--- src/rtl/fir_pkg.sv ---
// Shared types and helpers for the fir_inverse all-pole IIR.
// FIR_INV_SAT_EN selects saturating instead of wrapping narrowing.
package fir_pkg;

  typedef enum logic [1:0] {IDLE, MAC, OUT} fir_inv_state_e;

  function automatic int fir_inv_width_a(input int wy, input int wx, input int wb);
    return wy + wx + wb;
  endfunction

  function automatic logic fits(input logic signed [127:0] acc, input int wx);
    logic signed [127:0] hi;
    logic signed [127:0] lo;
    hi = (128'sd1 <<< (wx - 1)) - 128'sd1;
    lo = -hi - 128'sd1;
    return (acc <= hi) && (acc >= lo);
  endfunction

  // Result is sign-extended; callers keep only the low wx bits.
  function automatic logic signed [127:0] narrow(input logic signed [127:0] acc, input int wx);
    logic signed [127:0] hi;
    logic signed [127:0] lo;
    hi = (128'sd1 <<< (wx - 1)) - 128'sd1;
    lo = -hi - 128'sd1;
`ifdef FIR_INV_SAT_EN
    if (acc > hi) return hi;
    else if (acc < lo) return lo;
    else return acc;
`else
    if (hi < lo) return '0;
    return (acc <<< (128 - wx)) >>> (128 - wx);
`endif
  endfunction

endpackage

--- src/rtl/fir_inv_hist.sv ---
// History of emitted samples: hist[0] is the newest, read at a runtime index.
module fir_inv_hist #(
  parameter int WIDTH = 8,
  parameter int DEPTH = 3,
  parameter int IW    = 2
) (
  input  logic             clk,
  input  logic             rstn,
  input  logic             clr,
  input  logic             shift,
  input  logic [WIDTH-1:0] din,
  input  logic [IW-1:0]    idx,
  output logic [WIDTH-1:0] dout
);

  logic [WIDTH-1:0] mem [DEPTH];

  always_ff @(posedge clk or negedge rstn) begin
    if (!rstn) begin
      for (int i = 0; i < DEPTH; i++) mem[i] <= '0;
    end else if (clr) begin
      for (int i = 0; i < DEPTH; i++) mem[i] <= '0;
    end else if (shift) begin
      mem[0] <= din;
      for (int i = 1; i < DEPTH; i++) mem[i] <= mem[i-1];
    end
  end

  always_comb begin
    dout = '0;
    for (int i = 0; i < DEPTH; i++)
      if (idx == IW'(i)) dout = mem[i];
  end

endmodule

--- src/rtl/fir_inverse.sv ---
// All-pole IIR undoing fir_filter, one tap per cycle on a single multiplier.
// Define FIR_INV_SAT_EN for saturating output narrowing (default wraps).
module fir_inverse
  import fir_pkg::*;
#(
  parameter int N       = 4,
  parameter int WIDTH_X = 8,
  parameter int WIDTH_B = 8,
  parameter int WIDTH_Y = WIDTH_X + WIDTH_B + N,
  parameter logic [WIDTH_B-1:0] B [N] = '{default: '0}
) (
  input  logic               clk,
  input  logic               rstn,
  input  logic               clr,
  input  logic [WIDTH_Y-1:0] y,
  input  logic               y_valid,
  output logic               y_ready,
  output logic [WIDTH_X-1:0] x,
  output logic               x_valid,
  input  logic               x_ready,
  output logic               ovf
);

  localparam int WIDTH_A = fir_inv_width_a(WIDTH_Y, WIDTH_X, WIDTH_B);
  localparam int KW      = (N > 1) ? $clog2(N) : 1;
  localparam int HD      = (N > 1) ? N - 1 : 1;

  // Handshake: a transfer happens on a rising edge where valid and ready are both high.
  fir_inv_state_e             state;
  logic [KW-1:0]              k;
  logic signed [WIDTH_A-1:0]  acc;
  logic signed [WIDTH_A-1:0]  acc_nxt;
  logic signed [WIDTH_A-1:0]  prod;
  logic signed [WIDTH_B-1:0]  coef;
  logic [WIDTH_X-1:0]         hist_q;
  logic signed [WIDTH_X-1:0]  hv;
  logic [WIDTH_X-1:0]         x_nxt;
  logic                       ovf_nxt;
  logic                       hist_shift;

  assign y_ready    = rstn && (state == IDLE);
  assign x_valid    = (state == OUT);
  assign hist_shift = (state == OUT) && x_ready && !clr;
  assign hv         = $signed(hist_q);

  fir_inv_hist #(
    .WIDTH (WIDTH_X),
    .DEPTH (HD),
    .IW    (KW)
  ) u_hist (
    .clk   (clk),
    .rstn  (rstn),
    .clr   (clr),
    .shift (hist_shift),
    .din   (x),
    .idx   (k - KW'(1)),
    .dout  (hist_q)
  );

  // B[0] is implicitly 1, so only taps 1..N-1 reach the multiplier.
  always_comb begin
    coef = '0;
    for (int i = 1; i < N; i++)
      if (k == KW'(i)) coef = B[i];
  end

  assign prod = WIDTH_A'(coef) * WIDTH_A'(hv);

  always_comb begin
    acc_nxt = acc - prod;
    if (state == IDLE) acc_nxt = WIDTH_A'($signed(y));
  end

  assign x_nxt   = WIDTH_X'(narrow(128'(acc_nxt), WIDTH_X));
  assign ovf_nxt = ovf | ~fits(128'(acc_nxt), WIDTH_X);

  always_ff @(posedge clk or negedge rstn) begin
    if (!rstn) begin
      state <= IDLE;
      acc   <= '0;
      k     <= '0;
      x     <= '0;
      ovf   <= 1'b0;
    end else if (clr) begin
      state <= IDLE;
      acc   <= '0;
      k     <= '0;
      x     <= '0;
      ovf   <= 1'b0;
    end else begin
      case (state)
        IDLE: begin
          if (y_valid) begin
            acc <= acc_nxt;
            k   <= KW'(1);
            if (N == 1) begin
              state <= OUT;
              x     <= x_nxt;
              ovf   <= ovf_nxt;
            end else begin
              state <= MAC;
            end
          end
        end
        MAC: begin
          acc <= acc_nxt;
          k   <= k + KW'(1);
          if (k == KW'(N - 1)) begin
            state <= OUT;
            x     <= x_nxt;
            ovf   <= ovf_nxt;
          end
        end
        OUT: begin
          if (x_ready) begin
            state <= IDLE;
            k     <= '0;
          end
        end
        default: state <= IDLE;
      endcase
    end
  end

endmodule
--- config.mk ---
export PLATFORM = sky130hd
export DESIGN_NAME = fir_inverse
export DESIGN_NICKNAME = d
export VERILOG_FILES = /design/src/rtl/fir_pkg.sv /design/src/rtl/fir_inv_hist.sv /design/src/rtl/fir_inverse.sv
export SDC_FILE = /design/constraint.sdc
export NUM_CORES = 1
export LEC_CHECK = 0
export BUFFER_PORTS_ARGS = -buffer_cell sky130_fd_sc_hd__buf_2
export CORE_UTILIZATION = 55
export DETAILED_ROUTE_END_ITERATION = 8
export HOLD_SLACK_MARGIN = 0.03
export PLACE_DENSITY = 0.88
export SYNTH_ARGS = -nofsm -noshare
export SYNTH_HDL_FRONTEND = slang
export SYNTH_HIERARCHICAL = 1
export SYNTH_SLANG_ARGS = --single-unit
--- constraint.sdc ---
create_clock -name clk -period 5.2 [get_ports clk]
set_input_delay 0.26 -clock clk [delete_from_list [all_inputs] [get_ports clk]]
set_output_delay 0.26 -clock clk [all_outputs]
set_load 0.05 [all_outputs]
# --- Yosys cells after proc, flatten, opt, wreduce, memory -nomap -nowiden ---
# Index checks and enable logic that the tools add are counted.
op_classes:
  bitwise: 2
  mux: 17
  magnitude_cmp: 2
  eq_ne: 6
  n_addsub: 1
  reduce_logical: 11
ops:
  columns: ["cell", "n"]
  rows:
  - ["36-bit two-way mux", 3]
  - ["36-bit one-hot mux with 2 select lines", 1]
  - ["36-bit by 8-bit greater-or-equal comparator with 1-bit output (second input constant)", 1]
  - ["36-bit by 8-bit <= comparator with 1-bit output (second input constant)", 1]
  - ["8-bit two-way mux", 3]
  - ["2-bit one-hot mux with 3 select lines", 2]
  - ["2-bit two-way mux", 5]
  - ["3-bit != test (second input constant)", 2]
  - ["3-bit AND reduction", 2]
  - ["2-bit == test (second input constant)", 2]
  - ["2-bit AND reduction", 2]
  - ["2-bit nonzero test", 2]
  - ["4-bit nonzero test", 1]
  - ["1-bit two-way mux", 3]
  - ["3-bit by 2-bit != test with 1-bit output (second input constant)", 1]
  - ["3-bit nonzero test", 1]
  - ["2-bit by 1-bit adder with 2-bit output (second input constant)", 1]
  - ["2-bit by 1-bit == test with 1-bit output (second input constant)", 1]
  - ["1-bit logical AND", 2]
  - ["2-bit logical NOT", 1]
  - ["1-bit NOT", 1]
  - ["1-bit OR", 1]
totals:
  elab_cells: 44
  input_bits: 25
  output_inout_bits: 11
  regBits: 49

# --- Logic depth before layout (Yosys ltp) ---
depth:
  word_depth: 9
  ltp_mapped: 9
  mapped_depth_nobuf: 7

# --- Worst setup path after synthesis ---
# No wires, ideal clock.
synth_timing:
  kind: "reg-to-output"
  from: "register state[0]"
  to: "output port y_ready"
  setup_slack_ns: 3.292
  path_buffers: 3
  t_arrival_ns: 1.648
  path_stages_with_launch: 7
  required_time_ns: 4.940
  cell_sequence: "dfrtp_1 inv_1 ha_1 buf_2 buf_2 buf_4 and2_1"
synth_via:
  elab_chain_len: 2
synth_rtl:
  columns: ["item", "line_no", "source"]
  rows:
  - ["start: declaration", "fir_inverse.sv:29", "fir_inv_state_e state;"]
  - ["start signal: assignment", "fir_inverse.sv:79", "state <= IDLE;"]
  - ["start signal: assignment", "fir_inverse.sv:85", "state <= IDLE;"]
  - ["start signal: assignment", "fir_inverse.sv:97", "state <= OUT;"]
  - ["2-bit logical NOT", "fir_inverse.sv:41", "assign y_ready = rstn && (state == IDLE);"]
  - ["1-bit logical AND", "fir_inverse.sv:41", null]
  - ["end: declaration", "fir_inverse.sv:17", "output logic y_ready,"]
# No other way between the ends.

# --- Worst setup path in the final report ---
layout_timing:
  from: "register state[0]"
  to: "register acc[26]"
layout_via:
  elab_chain_len: 5
  elab_cells_between_ends: 9
  cone_classes: "eq/ne: 2; mux: 4; reduce/logical: 3"
layout_rtl:
  columns: ["item", "line_no", "source"]
  rows:
  - ["2-bit logical NOT", "fir_inverse.sv:71, fir_inverse.sv:91", null]
  - ["36-bit two-way mux", "fir_inverse.sv:71", "if (state == IDLE) acc_nxt = WIDTH_A'($signed(y));"]
  - ["36-bit two-way mux", "fir_inverse.sv:93", "if (y_valid) begin"]
  - ["36-bit one-hot mux with 2 select lines", "fir_inverse.sv:91", "case (state)"]
  - ["36-bit two-way mux", "fir_inverse.sv:84", "end else if (clr) begin"]
  - ["end signal: assignment", "fir_inverse.sv:94", "acc <= acc_nxt;"]
  - ["end signal: assignment", "fir_inverse.sv:106", "acc <= acc_nxt;"]
  - ["end: declaration", "fir_inverse.sv:31", "logic signed [WIDTH_A-1:0] acc;"]
# Several ways; a longest one is shown, not always the timed one. The select of a mux whose other input is x is not followed.
# A chain may end at the register's enable or synchronous reset.

==> results.txt <==
----------------------------------------------------
[Status]
  Result of the run ... completed

[CTS]
  Clock H-tree levels ... 2
  TritonCTS Buffers ... 5
  Number of cells upsized or downsized after cts ... 0
  Worst skew pair latency ... 0.31 ns
  Clock tree from TritonCTS ... yes
  # clock sinks ... 49
  Maximum buffer depth of the clock tree ... 2
  Clk slew on worst S/H paths ... 0.09 ns
  Root buffer cell ... sky130_fd_sc_hd__clkbuf_8
  Buffers inserted by post-CTS timing repair ... 0
  Cts hold-fix bufs ... 0

[Floorplanning]
  Core Rows ... 23
  Height of the die ... ~68 µm
  Initial core utilization ... 58.76%
  Die Wd ... slightly below 70 µm
  Total I/O pin count ... 36
  Core area ... between 0.004 and 0.005 mm²
  Area enclosed by the die boundary ... 0.004634 mm²

[Routing]
  Number of antenna-violating nets in the routed design ... 0
  Routed vias ... 1996
  Post-detailed-routing wire length ... approximately 5300 µm
  Average detailed-routed wire length per instance ... about 15 µm
  Drt initial violations ... 169
  Number of remaining DRC errors ... 0
  Detail-routed via count per cell ... 5.819
  Number of search-and-repair iterations in the first detailed-routing pass ... 4

[Placement]
  Worst setup slack before clock tree synthesis ... 2.909 ns
  Cell area reported after detailed placement ... 0.002574 mm²
  Total of buffers placed on input and output ports ... 35
  Detailed placer's ending HPWL ... 3577 µm
  Final RePlAce weighted congestion ... 0.8542

[GRT]
  First-pass GRT wire length ... 8928 µm
  Final global-route overflow total ... 0
  GRT Resource Usage Total ... 26.56%
  Most Used Layer, Global Route ... met2
  GR met3 Demand/Resource ... 5.500%
  Met2 track demand over resource in global routing ... ~44%
  Routing usage on met1 ... 32.97%
  Number of global-route vias before repair ... 2047
  Initial antenna violation count ... 0
  Pin count of the biggest net entering global routing ... between 50 and 60

[Timing]
  Transition time at the pin with the least slew margin ... 1.094 ns
  Max Transition Viols Final ... 0
  Setup slack of the critical path after layout ... 2.878 ns
  Total of endpoints with negative setup slack in the final report ... 0
  Slew headroom ... 26.92%
  Highest clock frequency the design can meet ... 430.6 MHz
  Clock Skews ... 0.007919 ns
  Setup repair after global routing missed its margin ... false
  Final hold vios ... 0
  Time the final worst path needs with I/O delays and setup ... 2.322 ns
  Setup tns final ... 0 ns
  Fraction of the cycle the final worst path needs ... 44.66%

[Worst hold path]
  Worst min path class ... input pin to async pin

[Final layout]
  Area of combinational cells with multiple inputs ... 0.001087 mm²
  Number of nets at the end of the flow ... 324
  Count of inserted antenna diode cells ... 0
  Ratio of cells with drive above 1 in the final layout ... 16.38%
  Total non-filler cell area in the finished layout ... 0.002648 mm²
  Filler cell count in the final layout ... 366
  Total area of sequential cells ... 0.001226 mm²
  Synth-to-Final Area Change ... 10.27%
  Final design utilization ... 64.79%

[Yosys]
  Distinct cell type count of the synthesized netlist ... 33
  Synthesized flop and latch total ... 49
  Number of nets in the synthesized netlist ... 298
  Post-synthesis average cell area ... 8.959 µm²
  Yosys warns ... 6
  Proportion of synthesized chip area in sequential cells ... 51.07%
  Netlist area before placement ... 0.002401 mm²
  Synthesized netlist cell count ... ~270

[Job]
  Max cap viols ... 0

[Critical path]
  Worst setup EP type ... flip-flop
  Arr. time, crit path ... 2.49 ns
  Highest net fanout along the worst path ... 36
  Start point of the critical path ... state[0]$_DFFE_PN0P_
  Startpoint of the worst-slack reg-to-reg timing path ... state[0]$_DFFE_PN0P_
  Register-to-Register Setup Slack ... 2.88 ns
  R2r worst-path depth ... 6
  Crit Path Class ... flip-flop to flip-flop
  Req. time, crit path ... between 5 and 6 ns
  Worst reg2reg endpoint ... acc[26]$_DFFE_PN0P_
  Sort of element at the start of the critical path ... flip-flop

[Power and ir drop]
  Worst voltage drop across the vdd grid ... around 0.29 mV
  Total Power Consumption ... 0.001070 W
  Areal power density over the cells ... 404.2 mW/mm²
  Leakage power of the design ... 1.225 nW

----------------------------------------------------
-- worst max-delay path: stages, from the launching register on --
cell and delay [ns]:
sky130_fd_sc_hd__dfrtp_1 0.43, sky130_fd_sc_hd__inv_1 0.10, sky130_fd_sc_hd__ha_1 0.15, sky130_fd_sc_hd__buf_4 0.32
sky130_fd_sc_hd__nand2_1 0.72, sky130_fd_sc_hd__a21oi_1 0.38, sky130_fd_sc_hd__nor2_1 0.07
-- state kept, by name (all words and copies together) (netlist names) --
register  cells
state         2
x             8
ovf           1
acc          36
k             2
-- cell usage after synthesis --
master | count | area share, %
sky130_fd_sc_hd__ha_1 | 5 | 2.6
sky130_fd_sc_hd__o21ai_0 | 11 | 2.3
sky130_fd_sc_hd__dfrtp_1 | 49 | 51
sky130_fd_sc_hd__or2_2 | 1 | 0.26
sky130_fd_sc_hd__a221oi_1 | 1 | 0.36
sky130_fd_sc_hd__o32ai_1 | 1 | 0.36
sky130_fd_sc_hd__or4_1 | 2 | 0.63
sky130_fd_sc_hd__nand4b_1 | 3 | 1.1
sky130_fd_sc_hd__nor4_1 | 5 | 1.3
sky130_fd_sc_hd__o21ai_1 | 1 | 0.21
sky130_fd_sc_hd__nor3_1 | 3 | 0.63
sky130_fd_sc_hd__a21oi_1 | 39 | 8.1
sky130_fd_sc_hd__nor3_2 | 1 | 0.42
sky130_fd_sc_hd__o31ai_1 | 1 | 0.31
sky130_fd_sc_hd__nor4_4 | 1 | 0.89
sky130_fd_sc_hd__nand2_1 | 49 | 7.7
sky130_fd_sc_hd__a31oi_1 | 1 | 0.26
sky130_fd_sc_hd__buf_4 | 1 | 0.31
sky130_fd_sc_hd__nor2b_1 | 1 | 0.26
sky130_fd_sc_hd__or4_4 | 1 | 0.47
sky130_fd_sc_hd__inv_1 | 2 | 0.31
sky130_fd_sc_hd__mux2i_1 | 9 | 3.8
sky130_fd_sc_hd__nand4_1 | 6 | 1.6
sky130_fd_sc_hd__nor4_2 | 1 | 0.52
sky130_fd_sc_hd__clkbuf_1 | 10 | 1.6
sky130_fd_sc_hd__nand3_1 | 5 | 1.0
sky130_fd_sc_hd__a211oi_1 | 8 | 2.5
sky130_fd_sc_hd__nor2_1 | 34 | 5.3
sky130_fd_sc_hd__and4_1 | 1 | 0.36
sky130_fd_sc_hd__nand2b_1 | 4 | 1.0
sky130_fd_sc_hd__buf_2 | 7 | 1.5
sky130_fd_sc_hd__and2_1 | 3 | 0.78
sky130_fd_sc_hd__and3_1 | 1 | 0.26
-- cell families after synthesis --
kind of cell	after synthesis	synth area share (%)
multiplexers	9	3.752
AND/OR/NAND/NOR	122	24.49
buffers and inverters	20	3.648
AO/OA/AOI/OAI	63	14.43
flip-flops	49	51.07
adder cells (fa/ha/maj)	5	2.606
-- routing by layer --
layer | share of wire, % | routed length [µm] | up-vias
li1 | - | - | 977
met1 | 45 | 2352 | 959
met2 | 50 | 2609 | 51
met3 | 3.7 | 192 | 9
met4 | 1.9 | 98 | 0
met5 | 0 | 0 | -
-- per-stage QoR --
step | hold WS [ns] | std cells
after global placement | 0.3879 | 337
after detailed placement | 0.4007 | 337
final | 0.05366 | 343
after global routing | 0.09203 | 343
after floorplan | -0.03559 | 268
after CTS | 0.07101 | 343
-- area by class of cell --
cell class / instances / area share (%)
Sequential cell: 49 / 46.31
Multi-Input combinational cell: 199 / 41.07
Timing Repair Buffer: 37 / 7.183
Clock buffer: 5 / 2.599
Tap cell: 50 / 2.363
Inverter: 2 / 0.2836
Clock inverter: 1 / 0.1890
-- where the power goes --
group	switching [W]	internal (W)	leakage, nW
Clock	0.000120	0.0000886	0.0399
Sequential	0.0000450	0.000435	0.664
Combinational	0.000246	0.000136	0.521
Total	0.000411	0.000659	1.22
-- cell usage in the layout (no fill, tap or decap), drive strengths merged --
cell / count
mux2i: 9
nand4b: 3
a21oi: 39
o32ai: 1
buf: 37
nor3: 4
clkbuf: 5
or2: 1
inv: 2
o21ai: 12
and3: 1
nor2: 34
nor4: 7
a211oi: 8
nand2: 49
dfrtp: 49
nand2b: 4
nor2b: 1
ha: 5
nand4: 6
or4: 3
clkinv: 1
o31ai: 1
and4: 1
a31oi: 1
nand3: 5
and2: 3
a221oi: 1
-- worst max path at each step --
stage,end,cells after the start,slack (ns)
after floorplan,y_ready,6,3.29
after global placement,acc[24]$_DFFE_PN0P_,6,2.99
after detailed placement,acc[26]$_DFFE_PN0P_,6,2.91
after CTS,acc[26]$_DFFE_PN0P_,6,2.88
after global routing,acc[32]$_DFFE_PN0P_,6,2.65
final,acc[26]$_DFFE_PN0P_,6,2.88
(Power assumes the default switching activity.)
